==> src/rtl/phase_serial_receiver.sv <==
// phase_serial_receiver
//   Receive end of the phase detector serial link. Deserializes an SPI-style stream
//   (serial_clk / serial_ss_n / serial_data, all asynchronous to sys_clk) into DATA_WIDTH-bit
//   words, MSB first, and presents them through a valid/ready holding register.
//
// Ports
//   sys_clk      in   receive clock, at least 4x serial_clk
//   rst_n        in   asynchronous active-low reset (release synchronized internally)
//   serial_clk   in   link clock, data sampled on its rising edge
//   serial_ss_n  in   frame select, active low
//   serial_data  in   link data
//   data_out     out  last accepted word
//   phase_field  out  data_out[PHASE_BITS-1:0]
//   clock_field  out  data_out[DATA_WIDTH-1:PHASE_BITS]
//   data_valid   out  data_out holds an unconsumed word
//   data_ready   in   consumer takes the word when data_valid & data_ready
//   frame_err    out  1-cycle pulse: short frame or extra serial_clk edges
//   overflow     out  1-cycle pulse: completed word dropped because holding reg was full
module phase_serial_receiver #(
    parameter int DATA_WIDTH  = 8,
    parameter int PHASE_BITS  = 5,
    parameter int SYNC_STAGES = 2
) (
    input  logic                           sys_clk,
    input  logic                           rst_n,
    input  logic                           serial_clk,
    input  logic                           serial_ss_n,
    input  logic                           serial_data,
    output logic [DATA_WIDTH-1:0]          data_out,
    output logic [PHASE_BITS-1:0]          phase_field,
    output logic [DATA_WIDTH-PHASE_BITS-1:0] clock_field,
    output logic                           data_valid,
    input  logic                           data_ready,
    output logic                           frame_err,
    output logic                           overflow
);

    localparam int CW = $clog2(DATA_WIDTH + 1);
    localparam logic [CW-1:0] LAST_BIT = CW'(DATA_WIDTH - 1);
    localparam logic [CW-1:0] FULL     = CW'(DATA_WIDTH);

    localparam logic [1:0] IDLE     = 2'd0;
    localparam logic [1:0] SHIFT    = 2'd1;
    localparam logic [1:0] WAIT_END = 2'd2;

    // Reset: asserts asynchronously, releases on a sys_clk edge.
    logic [1:0] rst_sync;
    logic       rst_int_n;

    always_ff @(posedge sys_clk or negedge rst_n) begin
        if (!rst_n) rst_sync <= 2'b00;
        else        rst_sync <= {rst_sync[0], 1'b1};
    end
    assign rst_int_n = rst_sync[1];

    // Input synchronizers, preset to the idle line levels.
    logic [SYNC_STAGES-1:0] ss_sync, clk_sync, data_sync;
    logic                   ss_prev, clk_prev;

    always_ff @(posedge sys_clk or negedge rst_int_n) begin
        if (!rst_int_n) begin
            ss_sync   <= {SYNC_STAGES{1'b1}};
            clk_sync  <= '0;
            data_sync <= '0;
            ss_prev   <= 1'b1;
            clk_prev  <= 1'b0;
        end else begin
            ss_sync   <= {ss_sync[SYNC_STAGES-2:0], serial_ss_n};
            clk_sync  <= {clk_sync[SYNC_STAGES-2:0], serial_clk};
            data_sync <= {data_sync[SYNC_STAGES-2:0], serial_data};
            ss_prev   <= ss_sync[SYNC_STAGES-1];
            clk_prev  <= clk_sync[SYNC_STAGES-1];
        end
    end

    logic ss_s, data_s, ss_fall, ss_rise, clk_rise;
    assign ss_s     = ss_sync[SYNC_STAGES-1];
    assign data_s   = data_sync[SYNC_STAGES-1];
    assign ss_fall  = !ss_s && ss_prev;
    assign ss_rise  = ss_s && !ss_prev;
    assign clk_rise = clk_sync[SYNC_STAGES-1] && !clk_prev;

    // Frame FSM
    logic [1:0]            state, state_n;
    logic [CW-1:0]         count, count_n;
    logic [DATA_WIDTH-1:0] shift_reg, shift_n;
    logic                  done, done_n;
    logic                  err_seen, err_seen_n;
    logic                  err_n;

    always_comb begin
        state_n    = state;
        count_n    = count;
        shift_n    = shift_reg;
        done_n     = 1'b0;
        err_seen_n = err_seen;
        err_n      = 1'b0;
        case (state)
            IDLE: begin
                if (ss_fall) begin
                    state_n    = SHIFT;
                    count_n    = '0;
                    shift_n    = '0;
                    err_seen_n = 1'b0;
                end
            end
            SHIFT: begin
                // Deselect wins over a coincident clock edge: ss_n high means edges are ignored.
                if (ss_rise) begin
                    state_n = IDLE;
                    err_n   = (count != '0);
                end else if (clk_rise) begin
                    shift_n = {shift_reg[DATA_WIDTH-2:0], data_s};
                    if (count == LAST_BIT) begin
                        state_n = WAIT_END;
                        count_n = FULL;
                        done_n  = 1'b1;
                    end else begin
                        count_n = count + CW'(1);
                    end
                end
            end
            WAIT_END: begin
                if (ss_rise) begin
                    state_n = IDLE;
                end else if (clk_rise && !err_seen) begin
                    err_n      = 1'b1;
                    err_seen_n = 1'b1;
                end
            end
            default: state_n = IDLE;
        endcase
    end

    // Holding register: a completed word loads if the slot is empty or is being drained.
    logic load;
    assign load = done && (!data_valid || data_ready);

    always_ff @(posedge sys_clk or negedge rst_int_n) begin
        if (!rst_int_n) begin
            state      <= IDLE;
            count      <= '0;
            shift_reg  <= '0;
            done       <= 1'b0;
            err_seen   <= 1'b0;
            frame_err  <= 1'b0;
            overflow   <= 1'b0;
            data_out   <= '0;
            data_valid <= 1'b0;
        end else begin
            state     <= state_n;
            count     <= count_n;
            shift_reg <= shift_n;
            done      <= done_n;
            err_seen  <= err_seen_n;
            frame_err <= err_n;
            overflow  <= done && !load;
            if (load) begin
                data_out   <= shift_reg;
                data_valid <= 1'b1;
            end else if (data_valid && data_ready) begin
                data_valid <= 1'b0;
            end
        end
    end

    assign phase_field = data_out[PHASE_BITS-1:0];
    assign clock_field = data_out[DATA_WIDTH-1:PHASE_BITS];

endmodule

==> config.mk <==
export PLATFORM = sky130hd
export DESIGN_NAME = phase_serial_receiver
export DESIGN_NICKNAME = d
export VERILOG_FILES = /design/src/rtl/phase_serial_receiver.sv
export SDC_FILE = /design/constraint.sdc
export NUM_CORES = 1
export LEC_CHECK = 0
export ABC_AREA = 1
export BUFFER_PORTS_ARGS = -buffer_cell sky130_fd_sc_hd__buf_2
export CAP_MARGIN = 5
export CORE_MARGIN = 2
export CORE_UTILIZATION = 40
export DETAILED_ROUTE_END_ITERATION = 10
export GPL_ROUTABILITY_DRIVEN = 0
export SLEW_MARGIN = 20
export SYNTH_ARGS = -nofsm -noshare
export SYNTH_HDL_FRONTEND = slang
export SYNTH_SLANG_ARGS = --single-unit
export TNS_END_PERCENT = 30
==> constraint.sdc <==
create_clock -name sys_clk -period 1.2 [get_ports sys_clk]
set_input_delay 0.06 -clock sys_clk [delete_from_list [all_inputs] [get_ports sys_clk]]
set_output_delay 0.06 -clock sys_clk [all_outputs]
set_load 0.02 [all_outputs]
==> metrics.csv, run 1 <==
metric;value;unit
Cells after Synth;179;
Syn Nets;190;
Avg WL per Cell;11.5;um
Seq/Total Area, Yosys;56.0;%
power share of the clock group;21.6;%
clock sink total;37;
Ys Warns;0;
startpoint types;register;
critical path endpoint category;register;
clock-pin slew on the worst setup and hold paths;0.07;ns
Crit Path Class;register to register;
P_int;2.49;mW
final period utilization;110;%
row cnt;23;
violated checks;setup timing;
GRT overflow;0;
Starting Density;41.5;%
crit-path leading delay family;flip-flops;
Post-Syn Area;0.00166;sq mm
Area growth syn-to-layout;32.9;%
Routed Wire Length;3210;um
Final Net Count;239;
Worst Setup Slack, final;-0.119;ns
DRT iter0 DRCs;42;
mux share of post-synthesis cell area;0;%
Net Switching;1.40;mW
initial antenna violation count;0;
worst path cell trace;inv_2 > ha_4 > inv_2 > a21oi_4 > inv_4 > buf_6 > nand4_1 > nand2_1;
DR DRC count;0;
share of layout cells above drive strength 1;41.0;%
HP Class;input pin to asynchronous set/reset pin;
vias;1268;
Worst Clk Skew;0.00571;ns
max-slew violation count;0;
Worst Path Required;1.38;ns
clk_lat worst skew;0.29;ns
DP Area;0.00189;sq mm
most used cell, CP;inv_2;
adder and majority gate portion of the synthesized area;3.77;%
Synth Flop Type;dfrtp_1;
unrepaired setup endpoints after global routing;yes;
asr flop ratio synth;100;%
CTS root buffer;clkbuf_8;
vias in the first global route;1163;
post-synthesis compound-gate area fraction;3.32;%
GR Util All Layers;16.0;%
diode count;0;
Setup Viol. Count Final;15;
Tot Pwr;3.89;mW
PortBufs;24;
Antenna Nets Post-Route;0;
Seq pwr share;36.0;%
Max-Cap Viols;0;
Post-synth EDFFs;0;
via/cell ratio;4.54;
Gate power share;42.4;%
DIE AREA;0.00468;sq mm
dpl hpwl;2140;um
simple-gate portion of the synthesized area;27.3;%
Ports;25;
first-pass GRT wire length;5230;um
largest net degree at the start of global routing;25;
PwrDens;1760;mW/mm^2
Core Util, Final;55.1;%
Num CTS Buffers;5;
Yosys reg bits;37;
Die Ht;68.4;um
outcome;finished, violations left;
Fmax;0.758;GHz
XOR/XNOR Fraction of Synth Area;0;%
final hold violation count;0;
Period minus WS final;1.32;ns
worst hold margin;0.0739;ns
synth unique cells;27;
post-route cell area;0.00221;sq mm
Switching Share;36.0;%
VDD IR-drop max;1120;uV
Critical path buffers and inverters;4;
CP Max Fanout;6;
TritonCTS clock tree;built;
Die W;68.4;um
combinational family with the most area after synthesis;simple AND/OR/NAND/NOR gates;
CTS H-tree lvls;2;
Core ar.;0.00400;sq mm
syn avg cell area;9.28;sq um
leakage power;1.21;nW
worst path arrival time;1.50;ns
cell at the slowest stage of the critical path;dfrtp_1;
max incr delay on CP;0.39;ns
TritonRoute pass-1 iters;5;
Setup TNS;-1.50;ns
clk buf depth;2;
## worst paths after layout
check | from | endpoint | slack [ns] | cells after the start
max | state[1]$_DFFE_PN0P_ | shift_reg[0]$_DFFE_PN0P_ | -0.12 | 8
min | rst_n | rst_sync[0]$_DFF_PN0_ | 0.07 | 2
max reg2reg | state[1]$_DFFE_PN0P_ | shift_reg[0]$_DFFE_PN0P_ | -0.12 | 8
min reg2reg | rst_sync[1]$_DFF_PN0_ | count[1]$_DFFE_PN0P_ | 0.19 | 1
max in group asynchronous | rst_sync[1]$_DFF_PN0_ | data_out[7]$_DFFE_PN0P_ | 0.71 | 1
min in group sys_clk | data_ready | overflow$_DFF_PN0_ | 0.17 | 5
## cells in the final DEF (no fill, tap or decap), types with 2 or more instances in the layout
cell           synthesis  routed
buf_6                  2       3
nand3_1               15      14
inv_2                  2       5
buf_2                  1      24
clkinv_2               1       2
nand3_4                0       2
ha_4                   0       3
dfstp_2                3       3
clkbuf_8               0       5
buf_4                  8      22
nand2_1               66      55
nand2_4                2       4
dfrtp_1               34      33
inv_4                  0       2
dlygate4sd3_1          0       4
inv_1                 14       9
nand4_1                6       6
nor2_1                 6       5
nand2_2                1      10
## Yosys cell counts, drive strengths merged, types with 2 or more instances
library cell  count  area share (%)
buf              11             5.3
nor2              7             2.6
o21ai             3             1.1
nand3            16             5.1
dfrtp            34              51
nand4             6             2.3
dfstp             3             4.7
nand2            69              17
a21oi             2             1.3
ha                5             3.8
inv              16             3.6
## stage by stage
step                setup WS (ns)  instances
CTS                        -0.164        274
finish                     -0.119        279
global route               -0.207        279
floorplan                  -0.126        179
detailed placement         -0.238        259
global placement           -0.185        259
## cell families (layout without fill, tap and decap cells)
family          after synthesis  count (layout)
flops                        37              37
buf+inv                      29              78
compound gates                7               7
other cells                   1               1
fa+ha+maj                     5               5
simple gates                100             101
## cell type report
class | count | area, sq um
clock buffers | 6 | 72.6
clock inverters | 2 | 10.0
fillers | 363 | 1790
inverters | 17 | 73.8
multi-input cells | 114 | 697
flip-flops and latches | 37 | 931
well taps | 50 | 62.6
repair buffers | 53 | 359
## worst reg2reg max path, cell delays in order (launching register included)
cell     delay [ns]
dfrtp_1        0.39
inv_2          0.11
ha_4           0.15
inv_2          0.05
a21oi_4        0.14
inv_4          0.09
buf_6          0.14
nand4_1        0.08
nand2_1        0.06
## metal layers
layer | part of all wire [%] | up-vias | global-route usage, %
li1 | - | 654 | -
met1 | 46 | 576 | 19.7
met2 | 47 | 33 | 24.4
met3 | 4.7 | 5 | 5.92
met4 | 1.6 | 0 | 8.25
met5 | 0 | - | 0
## power by group through the flow
stage	combinational (mW)	sequential, mW	clock, mW
final	1.65	1.40	0.842
after global routing	1.80	1.41	0.923
after CTS	1.36	1.40	0.867
after detailed placement	1.06	1.41	0
after global placement	1.05	1.40	0
after floorplan	0.734	1.42	0
## timing repair
item / CTS / global route
hold buffers: 4 / 0
buffers inserted: 2 / 5
gates cloned: 1 / 0
gates resized for setup: 15 / 21
pin swaps: 7 / 9
hold endpoints to repair: 5 / 0
setup endpoints to repair: 16 / 17
(Power assumes the default switching activity.)
==> run 2, diff against run 1 <==
--- a/config.mk
+++ b/config.mk
@@ -6,11 +6,10 @@
 export NUM_CORES = 1
 export LEC_CHECK = 0
 export ABC_AREA = 1
-export BUFFER_PORTS_ARGS = -buffer_cell sky130_fd_sc_hd__buf_2
 export CAP_MARGIN = 5
-export CORE_MARGIN = 2
 export CORE_UTILIZATION = 40
 export DETAILED_ROUTE_END_ITERATION = 10
+export DONT_BUFFER_PORTS = 1
 export GPL_ROUTABILITY_DRIVEN = 0
 export SLEW_MARGIN = 20
 export SYNTH_ARGS = -nofsm -noshare
==> constraint.sdc (replaced) <==
create_clock -name sys_clk -period 1.6 [get_ports sys_clk]
set_input_delay 0.08 -clock sys_clk [delete_from_list [all_inputs] [get_ports sys_clk]]
set_output_delay 0.08 -clock sys_clk [all_outputs]
set_load 0.02 [all_outputs]
==> run 2 against run 1 <==
The run now ends clean; count of clock-buffer cells in the layout is the same; via count down 13%; sequential share of layout area is 9.5 points higher; critical path depth unchanged; clock skew hardly changed; core utilization decreased by 10 points; combinational power shrank 62%; maximum frequency decreased by 9.0%; critical path type unchanged; largest cell class unchanged; largest power group is now sequential cells.
==> metrics.csv, run 2 (synthesized netlist as in run 1, its figures left out) <==
metric;value;unit;change
Core ar.;0.00400;sq mm;unchanged
unrepaired setup endpoints after global routing;no;;
Final Net Count;192;;-20%
Area growth syn-to-layout;8.21;%;
TritonRoute pass-1 iters;4;;-1
Setup Viol. Count Final;0;;-15
M2 GR Usage;25.6;%;+1.2 points
area of the multi-input gates;582;sq um;-17%
Max-Cap Viols;0;;unchanged
Ports;25;;unchanged
worst path arrival time;1.62;ns;+0.12 ns
FF-to-FF Start;state[0]$_DFFE_PN0P_;;
Period minus WS final;1.45;ns;+0.130 ns
GR Util All Layers;14.8;%;-1.2 points
DIE AREA;0.00441;sq mm;-5.8%
Routed Wire Length;2680;um;-17%
clk buf depth;2;;unchanged
met1 Usage GRT;15.8;%;-3.9 points
Reg area;930;sq um;-0.13%
CTS root buffer;clkbuf_8;;
vias;1100;;-13%
Die Ht;66.4;um;-2.9%
Fmax;0.690;GHz;-9.0%
Worst Path Required;1.77;ns;+0.39 ns
FILL cells;374;;+3.0%
Setup TNS;0;ns;+1.50 ns
row cnt;23;;unchanged
dpl hpwl;2000;um;-6.4%
Tot Pwr;2.30;mW;-41%
CP Max Fanout;12;;+6
TritonCTS clock tree;built;;
CTS H-tree lvls;2;;unchanged
critical path endpoint category;register;;
clk_lat worst skew;0.29;ns;about the same
initial antenna violation count;0;;unchanged
PortBufs;0;;-100%
vias in the first global route;1137;;-2.2%
share of layout cells above drive strength 1;13.2;%;-28 points
worst r2r path cells;8;;unchanged
DRT iter0 DRCs;68;;+62%
most common cell after layout, fill and taps aside;nand2_1;;
GRT overflow;0;;unchanged
startpoint types;register;;
Antenna Nets Post-Route;0;;unchanged
largest net degree at the start of global routing;25;;unchanged
Starting Density;41.5;%;unchanged
Die W;66.4;um;-2.9%
DR DRC count;0;;unchanged
Avg WL per Cell;11.5;um;+0.35%
PwrDens;1280;mW/mm^2;-27%
max-slew violation count;0;;unchanged
final hold violation count;0;;unchanged
HP Class;input pin to asynchronous set/reset pin;;
outcome;complete, no violations;;
via/cell ratio;4.74;;+4.3%
setup slack, reg-to-reg;0.15;ns;+0.27 ns
leakage power;0.969;nW;-20%
commonest cells after routing, fill and taps aside;nand2_1 (66), dfrtp_1 (34), nand3_1 (15);;
first-pass GRT wire length;4720;um;-9.8%
Core Util, Final;44.9;%;-10 points
clock-pin slew on the worst setup and hold paths;0.07;ns;about the same
Crit Path Class;register to register;;
diode count;0;;unchanged
clock sink total;37;;unchanged
GR Util met3;3.79;%;-2.1 points
GRT Max-Usage Layer;met2;;
final period utilization;90.6;%;-19 points
Num CTS Buffers;5;;unchanged
Worst Clk Skew;0.00562;ns;-0.0000824 ns
VDD IR-drop max;444;uV;-60%
worst r2r dst;count[2]$_DFFE_PN0P_;;
[run 2: what timing repair did]
action,CTS,global route
hold endpoints to repair,5,0
endpoints found under the setup margin,0,12
hold buffers,4,0
gates resized for setup,0,1
setup buffers,0,0
[run 2: worst max-delay path: stages (launching register included)]
cell and delay (ns):
dfrtp_1 0.37, inv_1 0.07, ha_1 0.23, inv_1 0.12, a21oi_4 0.05, inv_2 0.17, nand3_4 0.17, nand2_1 0.09
nand2_1 0.06
[run 2: stage by stage]
step                      hold slack (ns)  cell area [sq um]  std cells  worst slack, ns
after global placement             -0.216               1670        220            0.179
final                              0.0226               1800        232            0.150
after CTS                          0.0158               1790        232           0.0698
after detailed placement           -0.216               1670        220           0.0799
after global routing               0.0147               1800        232           0.0142
after floorplan                    -0.216               1660        179            0.228
[run 2: cell type report]
type,count,area share (%)
clock buffers,6,4.04
clock inverters,2,0.557
inverters,17,3.62
multi-input cells,113,32.4
flip-flops and latches,37,51.7
well taps,50,3.48
repair buffers,7,4.18
[run 2: worst max path at each step]
stage                          from              endpoint
6_report       state[0]$_DFFE_PN0P_  count[2]$_DFFE_PN0P_
5_1_grt        state[0]$_DFFE_PN0P_  count[0]$_DFFE_PN0P_
4_1_cts        state[0]$_DFFE_PN0P_  count[2]$_DFFE_PN0P_
3_5_place_dp   state[1]$_DFFE_PN0P_  count[2]$_DFFE_PN0P_
3_3_place_gp   state[0]$_DFFE_PN0P_  count[2]$_DFFE_PN0P_
2_1_floorplan  state[1]$_DFFE_PN0P_  count[0]$_DFFE_PN0P_
[run 2: per-layer routing]
metal	share of wire, %	wire length [um]
met2	50	1330
met4	2.8	76
met5	0	0
met3	3.1	84
met1	44	1190
[run 2: power breakdown]
| part | internal (mW) | switching (mW) | total [mW] | leakage, nW |
|---|---|---|---|---|
| registers | 1.00 | 0.0579 | 1.06 | 0.488 |
| logic | 0.206 | 0.416 | 0.622 | 0.436 |
| clock network | 0.302 | 0.317 | 0.618 | 0.0450 |
| total | 1.51 | 0.790 | 2.30 | 0.969 |
